$ cat src/rtl/phit_gearbox.sv
// Phit width converter between IN_W and OUT_W bit valid/ready streams.
// Packs narrow phits into wide ones, or splits wide phits into segments.
`timescale 1ns/1ps
module phit_gearbox #(
   parameter int unsigned IN_W  = 256,
   parameter int unsigned OUT_W = 512,
   localparam int unsigned SEG_W = (IN_W < OUT_W) ? IN_W : OUT_W,
   localparam int unsigned IN_K  = IN_W / SEG_W,
   localparam int unsigned OUT_K = OUT_W / SEG_W
) (
   input  logic             clk,
   input  logic             rst,
   input  logic             in_valid,
   input  logic [IN_W-1:0]  in_data,
   input  logic [IN_K-1:0]  in_keep,
   input  logic             in_last,
   output logic             in_ready,
   output logic             out_valid,
   output logic [OUT_W-1:0] out_data,
   output logic [OUT_K-1:0] out_keep,
   output logic             out_last,
   input  logic             out_ready,
   output logic             err_keep
);

   localparam int unsigned RATIO = ((IN_W > OUT_W) ? IN_W : OUT_W) / SEG_W;
   localparam int unsigned CW    = (RATIO > 1) ? $clog2(RATIO) : 1;
   localparam int unsigned NW    = $clog2(RATIO + 1);

   if ((((IN_W > OUT_W) ? IN_W : OUT_W) % SEG_W) != 0) begin : g_bad_ratio
      $error("phit_gearbox: larger width must be an integer multiple of the smaller");
   end

   if (OUT_W > IN_W) begin : g_up
      typedef enum logic [0:0] {S_ACCUM = 1'b0, S_HOLD = 1'b1} state_t;

      state_t             r_state;
      logic [CW-1:0]      r_cnt;
      logic [OUT_W-1:0]   r_acc;
      logic [OUT_K-1:0]   r_acc_keep;
      logic [OUT_W-1:0]   r_out_data;
      logic [OUT_K-1:0]   r_out_keep;
      logic               r_out_last;
      logic               r_err;
      logic [OUT_W-1:0]   w_fill_data;
      logic [OUT_K-1:0]   w_fill_keep;
      logic               w_in_fire;
      logic               w_out_fire;
      logic               w_done;

      assign out_valid  = (r_state == S_HOLD);
      assign in_ready   = !rst && ((r_state == S_ACCUM) || out_ready);
      assign w_in_fire  = in_valid && in_ready;
      assign w_out_fire = out_valid && out_ready;
      assign w_done     = (r_cnt == CW'(RATIO - 1)) || in_last;

      // Accumulator with the incoming phit dropped into slot r_cnt
      always_comb begin
         w_fill_data = r_acc;
         w_fill_keep = r_acc_keep;
         for (int s = 0; s < int'(RATIO); s++) begin
            if (r_cnt == CW'(s)) begin
               w_fill_data[s*SEG_W +: SEG_W] = in_data;
               w_fill_keep[s]                = in_keep[0];
            end
         end
      end

      always_ff @(posedge clk) begin
         if (rst) begin
            r_state    <= S_ACCUM;
            r_cnt      <= '0;
            r_acc      <= '0;
            r_acc_keep <= '0;
            r_out_data <= '0;
            r_out_keep <= '0;
            r_out_last <= 1'b0;
            r_err      <= 1'b0;
         end else begin
            if (w_out_fire) r_state <= S_ACCUM;
            if (w_in_fire) begin
               if (!in_keep[0]) begin
                  r_err <= 1'b1;
               end else if (w_done) begin
                  r_state    <= S_HOLD;
                  r_out_data <= w_fill_data;
                  r_out_keep <= w_fill_keep;
                  r_out_last <= in_last;
                  r_cnt      <= '0;
                  r_acc      <= '0;
                  r_acc_keep <= '0;
               end else begin
                  r_acc      <= w_fill_data;
                  r_acc_keep <= w_fill_keep;
                  r_cnt      <= r_cnt + CW'(1);
               end
            end
         end
      end

      assign out_data = r_out_data;
      assign out_keep = r_out_keep;
      assign out_last = r_out_last;
      assign err_keep = r_err;
   end else begin : g_narrow
      logic [NW-1:0] w_run;
      logic [NW-1:0] w_n;
      logic          w_stop;
      logic          w_nonc;
      logic          w_zero;
      logic          w_kerr;

      // Keep decode: run of ones from bit 0; a non-zero keep always yields segment 0
      always_comb begin
         w_run  = '0;
         w_stop = 1'b0;
         w_nonc = 1'b0;
         for (int i = 0; i < int'(IN_K); i++) begin
            if (!in_keep[i])  w_stop = 1'b1;
            else if (w_stop)  w_nonc = 1'b1;
            else              w_run  = w_run + NW'(1);
         end
         w_zero = (in_keep == '0);
         w_kerr = w_zero || w_nonc;
         w_n    = ((w_run == '0) && !w_zero) ? NW'(1) : w_run;
      end

      if (IN_W > OUT_W) begin : g_down
         logic [IN_W-1:0]  r_buf;
         logic [NW-1:0]    r_n;
         logic [CW-1:0]    r_idx;
         logic             r_blast;
         logic             r_valid;
         logic [SEG_W-1:0] r_data;
         logic [OUT_K-1:0] r_keep;
         logic             r_last;
         logic             r_err;
         logic [CW-1:0]    w_nidx;
         logic [SEG_W-1:0] w_nseg;
         logic             w_lastseg;
         logic             w_in_fire;
         logic             w_out_fire;

         assign w_lastseg  = (NW'(r_idx) + NW'(1) == r_n);
         assign w_out_fire = r_valid && out_ready;
         assign in_ready   = !rst && (!r_valid || (out_ready && w_lastseg));
         assign w_in_fire  = in_valid && in_ready;
         assign w_nidx     = r_idx + CW'(1);

         always_comb begin
            w_nseg = r_buf[SEG_W-1:0];
            for (int s = 0; s < int'(RATIO); s++) begin
               if (w_nidx == CW'(s)) w_nseg = r_buf[s*SEG_W +: SEG_W];
            end
         end

         // The output register is preloaded with the segment to present next
         always_ff @(posedge clk) begin
            if (rst) begin
               r_buf   <= '0;
               r_n     <= '0;
               r_idx   <= '0;
               r_blast <= 1'b0;
               r_valid <= 1'b0;
               r_data  <= '0;
               r_keep  <= '0;
               r_last  <= 1'b0;
               r_err   <= 1'b0;
            end else begin
               if (w_out_fire) begin
                  if (w_lastseg) begin
                     r_valid <= 1'b0;
                  end else begin
                     r_idx  <= w_nidx;
                     r_data <= w_nseg;
                     r_last <= r_blast && (NW'(w_nidx) + NW'(1) == r_n);
                  end
               end
               if (w_in_fire) begin
                  if (w_kerr) r_err <= 1'b1;
                  if (!w_zero) begin
                     r_buf   <= in_data;
                     r_n     <= w_n;
                     r_idx   <= '0;
                     r_blast <= in_last;
                     r_valid <= 1'b1;
                     r_data  <= in_data[SEG_W-1:0];
                     r_keep  <= OUT_K'(1);
                     r_last  <= in_last && (w_n == NW'(1));
                  end
               end
            end
         end

         assign out_valid = r_valid;
         assign out_data  = r_data;
         assign out_keep  = r_keep;
         assign out_last  = r_last;
         assign err_keep  = r_err;
      end else begin : g_pass
         logic             r_valid;
         logic [OUT_W-1:0] r_data;
         logic [OUT_K-1:0] r_keep;
         logic             r_last;
         logic             r_err;
         logic [OUT_K-1:0] w_mask;
         logic             w_in_fire;
         logic             w_out_fire;

         assign in_ready   = !rst && (!r_valid || out_ready);
         assign w_in_fire  = in_valid && in_ready;
         assign w_out_fire = r_valid && out_ready;

         always_comb begin
            w_mask = '0;
            for (int i = 0; i < int'(OUT_K); i++) w_mask[i] = (NW'(i) < w_n);
         end

         always_ff @(posedge clk) begin
            if (rst) begin
               r_valid <= 1'b0;
               r_data  <= '0;
               r_keep  <= '0;
               r_last  <= 1'b0;
               r_err   <= 1'b0;
            end else begin
               if (w_out_fire) r_valid <= 1'b0;
               if (w_in_fire) begin
                  if (w_kerr) r_err <= 1'b1;
                  if (!w_zero) begin
                     r_valid <= 1'b1;
                     r_data  <= in_data;
                     r_keep  <= w_mask;
                     r_last  <= in_last;
                  end
               end
            end
         end

         assign out_valid = r_valid;
         assign out_data  = r_data;
         assign out_keep  = r_keep;
         assign out_last  = r_last;
         assign err_keep  = r_err;
      end
   end

endmodule

$ cat config.mk
export PLATFORM = sky130hd
export DESIGN_NAME = phit_gearbox
export DESIGN_NICKNAME = d
export VERILOG_FILES = /design/src/rtl/phit_gearbox.sv
export SDC_FILE = /design/constraint.sdc
export NUM_CORES = 2
export LEC_CHECK = 0
export BUFFER_PORTS_ARGS = -buffer_cell sky130_fd_sc_hd__clkbuf_2
export CORE_ASPECT_RATIO = 0.9
export CORE_MARGIN = 5
export CORE_UTILIZATION = 45
export CTS_CLUSTER_DIAMETER = 50
export CTS_CLUSTER_SIZE = 12
export DETAILED_ROUTE_END_ITERATION = 8
export MAX_ROUTING_LAYER = met4
export PLACE_DENSITY = 0.67
export SLEW_MARGIN = 10
export SYNTH_ARGS = -nofsm -noshare
export SYNTH_HDL_FRONTEND = slang
export SYNTH_SLANG_ARGS = --single-unit
export TNS_END_PERCENT = 20
$ cat constraint.sdc
create_clock -name clk -period 1.65 [get_ports clk]
set_input_delay 0.165 -clock clk [delete_from_list [all_inputs] [get_ports clk]]
set_output_delay 0.165 -clock clk [all_outputs]
set_load 0.01 [all_outputs]
Word level (Yosys, flattened, before mapping)

Cells that the tools add are included.

Register bits: 1,032
Input port bits: 262
Output and inout port bits: 518

$add $sub $neg: 1
Muxes and demuxes: 11
Bitwise operators: 2
Reductions and logical operators: 9

Operators by type and width:

| kind                  | count |
|---|---|
| $mux W256             | 2 |
| $mux W512             | 1 |
| $mux W1               | 7 |
| $reduce_and A2 Y1     | 2 |
| $logic_and A1 B1 Y1   | 3 |
| $reduce_and A3 Y1     | 1 |
| $logic_or A1 B1 Y1    | 2 |
| $mux W2               | 1 |
| $not A1 Y1            | 2 |
| $add A1 B1 Y1 const B | 1 |
| $logic_not A1 Y1      | 1 |

Longest topological paths before layout

Depth after elaboration: 5
Gate-level depth with buffers: 7
Depth with buffers taken out: 3

Worst setup path after synthesis

OpenSTA, ideal clock, no wires.

Kind: register to register
Start: register g_up.r_state (netlist: out_valid)
End: register g_up.r_out_data[131] (netlist: out_data[131])
Setup time: 0.142 ns
Data arrival time: 1.366 ns
Path slack: 0.142 ns
Cell stages (with the launch flop): 7
Buffers on the path: 3
Cells stage by stage: dfxtp_1 -> nor2b_1 -> clkbuf_1 -> nor2_4 -> buf_2 -> buf_1 -> a311oi_1

Word-level cells in the longest chain between the ends: 5

RTL lines:

| element                     | RTL line | source |
|---|---|---|
| start: declaration          | 37       | `state_t r_state;` |
| start signal: assignment    | 71       | `r_state <= S_ACCUM;` |
| start signal: assignment    | 80       | `if (w_out_fire) r_state <= S_ACCUM;` |
| start signal: assignment    | 85       | `r_state <= S_HOLD;` |
| $not A1 Y1                  | 52       | `assign in_ready = !rst && ((r_state == S_ACCUM) \|\| out_ready);` |
| $logic_or A1 B1 Y1          | 52       |  |
| $logic_and A1 B1 Y1         | 52       |  |
| $logic_and A1 B1 Y1         | 53       | `assign w_in_fire = in_valid && in_ready;` |
| $reduce_and A3 Y1 (no line) | --       |  |
| end signal: assignment      | 86       | `r_out_data <= w_fill_data;` |
| end: declaration            | 41       | `logic [OUT_W-1:0] r_out_data;` |

Every way passes these cells.
A chain may end at the register's enable or synchronous reset.

Worst setup path in the final report

Start: register g_up.r_cnt
End: register g_up.r_out_data[76] (netlist: out_data[76])

Word-level cells in the longest chain between the ends: 2

RTL lines:

| element                     | RTL line | source |
|---|---|---|
| start: declaration          | 38       | `logic [CW-1:0] r_cnt;` |
| start signal: assignment    | 95       | `r_cnt <= r_cnt + CW'(1);` |
| $logic_or A1 B1 Y1          | 55       | `assign w_done = (r_cnt == CW'(RATIO - 1)) \|\| in_last;` |
| $reduce_and A3 Y1 (no line) | --       |  |

Parallel ways exist; a longest one is shown, timed or not.

==> results.cfg <==
[timing]
finalSetupViolations = 89
fin_crit_ns = 1.758
skew_ns = 0.02649
max_freq_mhz = 568.8
final.setup.tns_ns = -1.407
fin_crit_sh = 1.066
holdWs_ns = 0.07566
fin_ws_ns = -0.1081
maxSlewHeadroom = 0.4239
worstMarginPinSlew_ns = 0.8642
slew_viol_final = 0
hold_viol = 0
rsz0062_at_grt = yes

[route]
wire_per_inst_um = 24.19
drtIter0Drc = 2845
wirelength_mm = 139.0
ant_nets = 0
vias = 35410
via_per_inst = 6.162
drtPass1Iterations = 6
drcViolationCount = 0

[critical_path]
critPathSlowestCell = dfxtp_4
startpoint_type = register
r2r_setup_slack_ns = -0.11
max_stage_delay_ns = 0.39
path_class = reg -> reg
worst_setup_path_end_kind = register
critPathTopFamily = buffers and inverters
path_max_fanout = 28
crit_arrival_ns = 2.31
worst-path-buf-inv = 3
required_ns = 2.20
worstPathCellList = or2_4, buf_4, clkbuf_16, buf_16, a31oi_1, a311oi_1

[cts]
cts_tree = built
clk_latency_ns = 0.66
path_clk_slew_ns = 0.06
cts_buffer_depth = 3
cts_made_buffers = 106
h-tree-depth = 3
root_buffer = clkbuf_16
clock-sinks = 1032

[floorplanning]
rows = 104
core_area_mm2 = 0.08953
die-height_um = 295.0
die_area_mm2 = 0.09635
io_pins = 780
die_w_um = 326.6
start_util = 0.4535

[placement]
gp_congestion = 0.8629
portBuffers = 779
post_dp_cell_area_mm2 = 0.04677
post-dp-hpwl_mm = 90.63
dp_slack_ns = -0.01570
dp.cells = 5294

[power]
power.total_mw = 57.62
leakagePower_nw = 20.03
powerDensity_mw_per_mm2 = 1076
peakVddDrop_v = 0.0009546

[final_layout]
nets = 4782
multi_input_area_mm2 = 0.01768
stdcell_count = 5747
final_util = 0.5980
regArea_mm2 = 0.02066
final_area_mm2 = 0.05354
drive_gt1_frac = 0.2893
area_growth_pct = 31.85
fillCellCount = 7084

[status]
violations = setup timing
status = complete, but fails checks

[global_routing]
grt_overflow = 0
first_global_vias = 33990
grt_pass1_wl_mm = 207.4
antenna_found_initial = 6
use_met2 = 0.4183
grt_max_degree = 144
grt_busiest_layer = met2
gr-usage-all-layers = 0.2739
met1_usage = 0.3669
grt_util_met3 = 0.04130

[synthesis]
synthesis.nets = 3863
synth_area_mm2 = 0.04060
synth_cells = 3601
ys_seq_area_frac = 0.5088
synth.distinct_cells = 27
ys_warn_count = 0
ys_ff_latch = 1032
syn_area_per_cell_um2 = 11.28

[job]
cap_violations = 0

[min_path]
hold_path_class = in -> reg
worst min-delay path, stage by stage:
cell      delay [ns]
clkbuf_2        0.19
nor2b_4         0.10
o21ai_0         0.17
a21oi_1         0.07
power by group:
part           switching (mW)  internal (mW)
Clock                    10.0           13.3
Combinational            4.38           3.41
Sequential              0.692           25.8
flip-flops by register name, indices dropped and copies added, names as in the netlist:
signal	flops
g_up.r_cnt	1
out_last	1
g_up.r_acc	512
out_keep	2
err_keep	1
out_data	512
out_valid	1
g_up.r_acc_keep	2
synth_stat cells:
| cell | n | area share |
|---|---|---|
| dfxtp_1 | 1032 | 0.51 |
| a31oi_1 | 515 | 0.079 |
| mux2i_1 | 512 | 0.13 |
| a311oi_1 | 414 | 0.089 |
| and2_1 | 258 | 0.040 |
| a22o_1 | 256 | 0.055 |
| clkbuf_1 | 211 | 0.020 |
| buf_2 | 198 | 0.024 |
| a311oi_2 | 100 | 0.037 |
| buf_6 | 38 | 0.011 |
| buf_4 | 23 | 0.0043 |
| buf_1 | 14 | 0.0013 |
| nor2_1 | 5 | 0.00046 |
| a21oi_1 | 4 | 0.00049 |
| clkbuf_2 | 4 | 0.00049 |
| inv_1 | 3 | 0.00028 |
| nand3_1 | 3 | 0.00037 |
| o21ai_0 | 2 | 0.00025 |
| a21oi_2 | 1 | 0.00022 |
| a31oi_4 | 1 | 0.00052 |
| and4_1 | 1 | 0.00022 |
| nand2_1 | 1 | 0.000092 |
| nand2b_1 | 1 | 0.00015 |
| nor2_4 | 1 | 0.00028 |
| nor2b_1 | 1 | 0.00015 |
| o31ai_1 | 1 | 0.00018 |
| or2_4 | 1 | 0.00022 |
kinds of logic (layout without fill, tap and decap cells):
logic type      Yosys count  in the layout  synth area share
compound gates         1294           1294            0.2625
flops                  1032           1032            0.5088
other cells               0              8                 0
buf+inv                 491           1463           0.06077
mux                     512            512            0.1262
simple gates            272            272           0.04169
per-layer routing:
metal | share of wire | routed length [um]
met5 | 0 | 0
met4 | 0.048 | 6607
met3 | 0.068 | 9442
met2 | 0.46 | 63420
met1 | 0.43 | 59540
layout by cell type (no fill, tap or decap), types with 2 or more instances in the layout:
cell	count
a22o_1	256
o21ai_0	2
a31oi_2	12
inv_1	3
nor2_1	4
buf_8	4
clkinv_16	3
a21oi_1	4
clkbuf_2	778
clkbuf_1	16
clkbuf_8	7
clkinv_2	9
and2_4	3
bufinv_16	7
buf_16	18
clkinvlp_4	6
buf_12	106
a311oi_2	113
diode_2	8
and2_1	255
clkinv_4	3
nand3_1	3
mux2i_1	511
buf_4	105
dlygate4sd3_1	260
a31oi_1	503
clkbuf_16	117
dfxtp_1	1030
nor2_4	2
buf_6	19
a311oi_1	401
cell type report:
type | count | share of cell area
inverters | 3 | 0.0002103
flip-flops and latches | 1032 | 0.3860
repair buffers | 1299 | 0.1943
clock inverters | 30 | 0.008320
well taps | 1166 | 0.02725
multi-input cells | 2078 | 0.3302
clock buffers | 131 | 0.05340
diodes | 8 | 0.0003739
worst paths after layout:
check                   from                  to  cells after the start
max               g_up.r_cnt        out_data[76]                      6
min                out_ready  g_up.r_acc_keep[0]                      4
max reg2reg       g_up.r_cnt        out_data[76]                      6
min reg2reg  g_up.r_acc[331]     g_up.r_acc[331]                      1
timing repair:
action / in CTS / in global routing
gates resized for setup: 13 / 67
pin swaps: 3 / 63
gates cloned: 2 / 9
hold endpoints to repair: 759 / 0
setup endpoints to repair: 22 / 356
buffers inserted: 3 / 11
hold buffers: 260 / 0
Note: power is estimated with default switching activity, not from simulation.
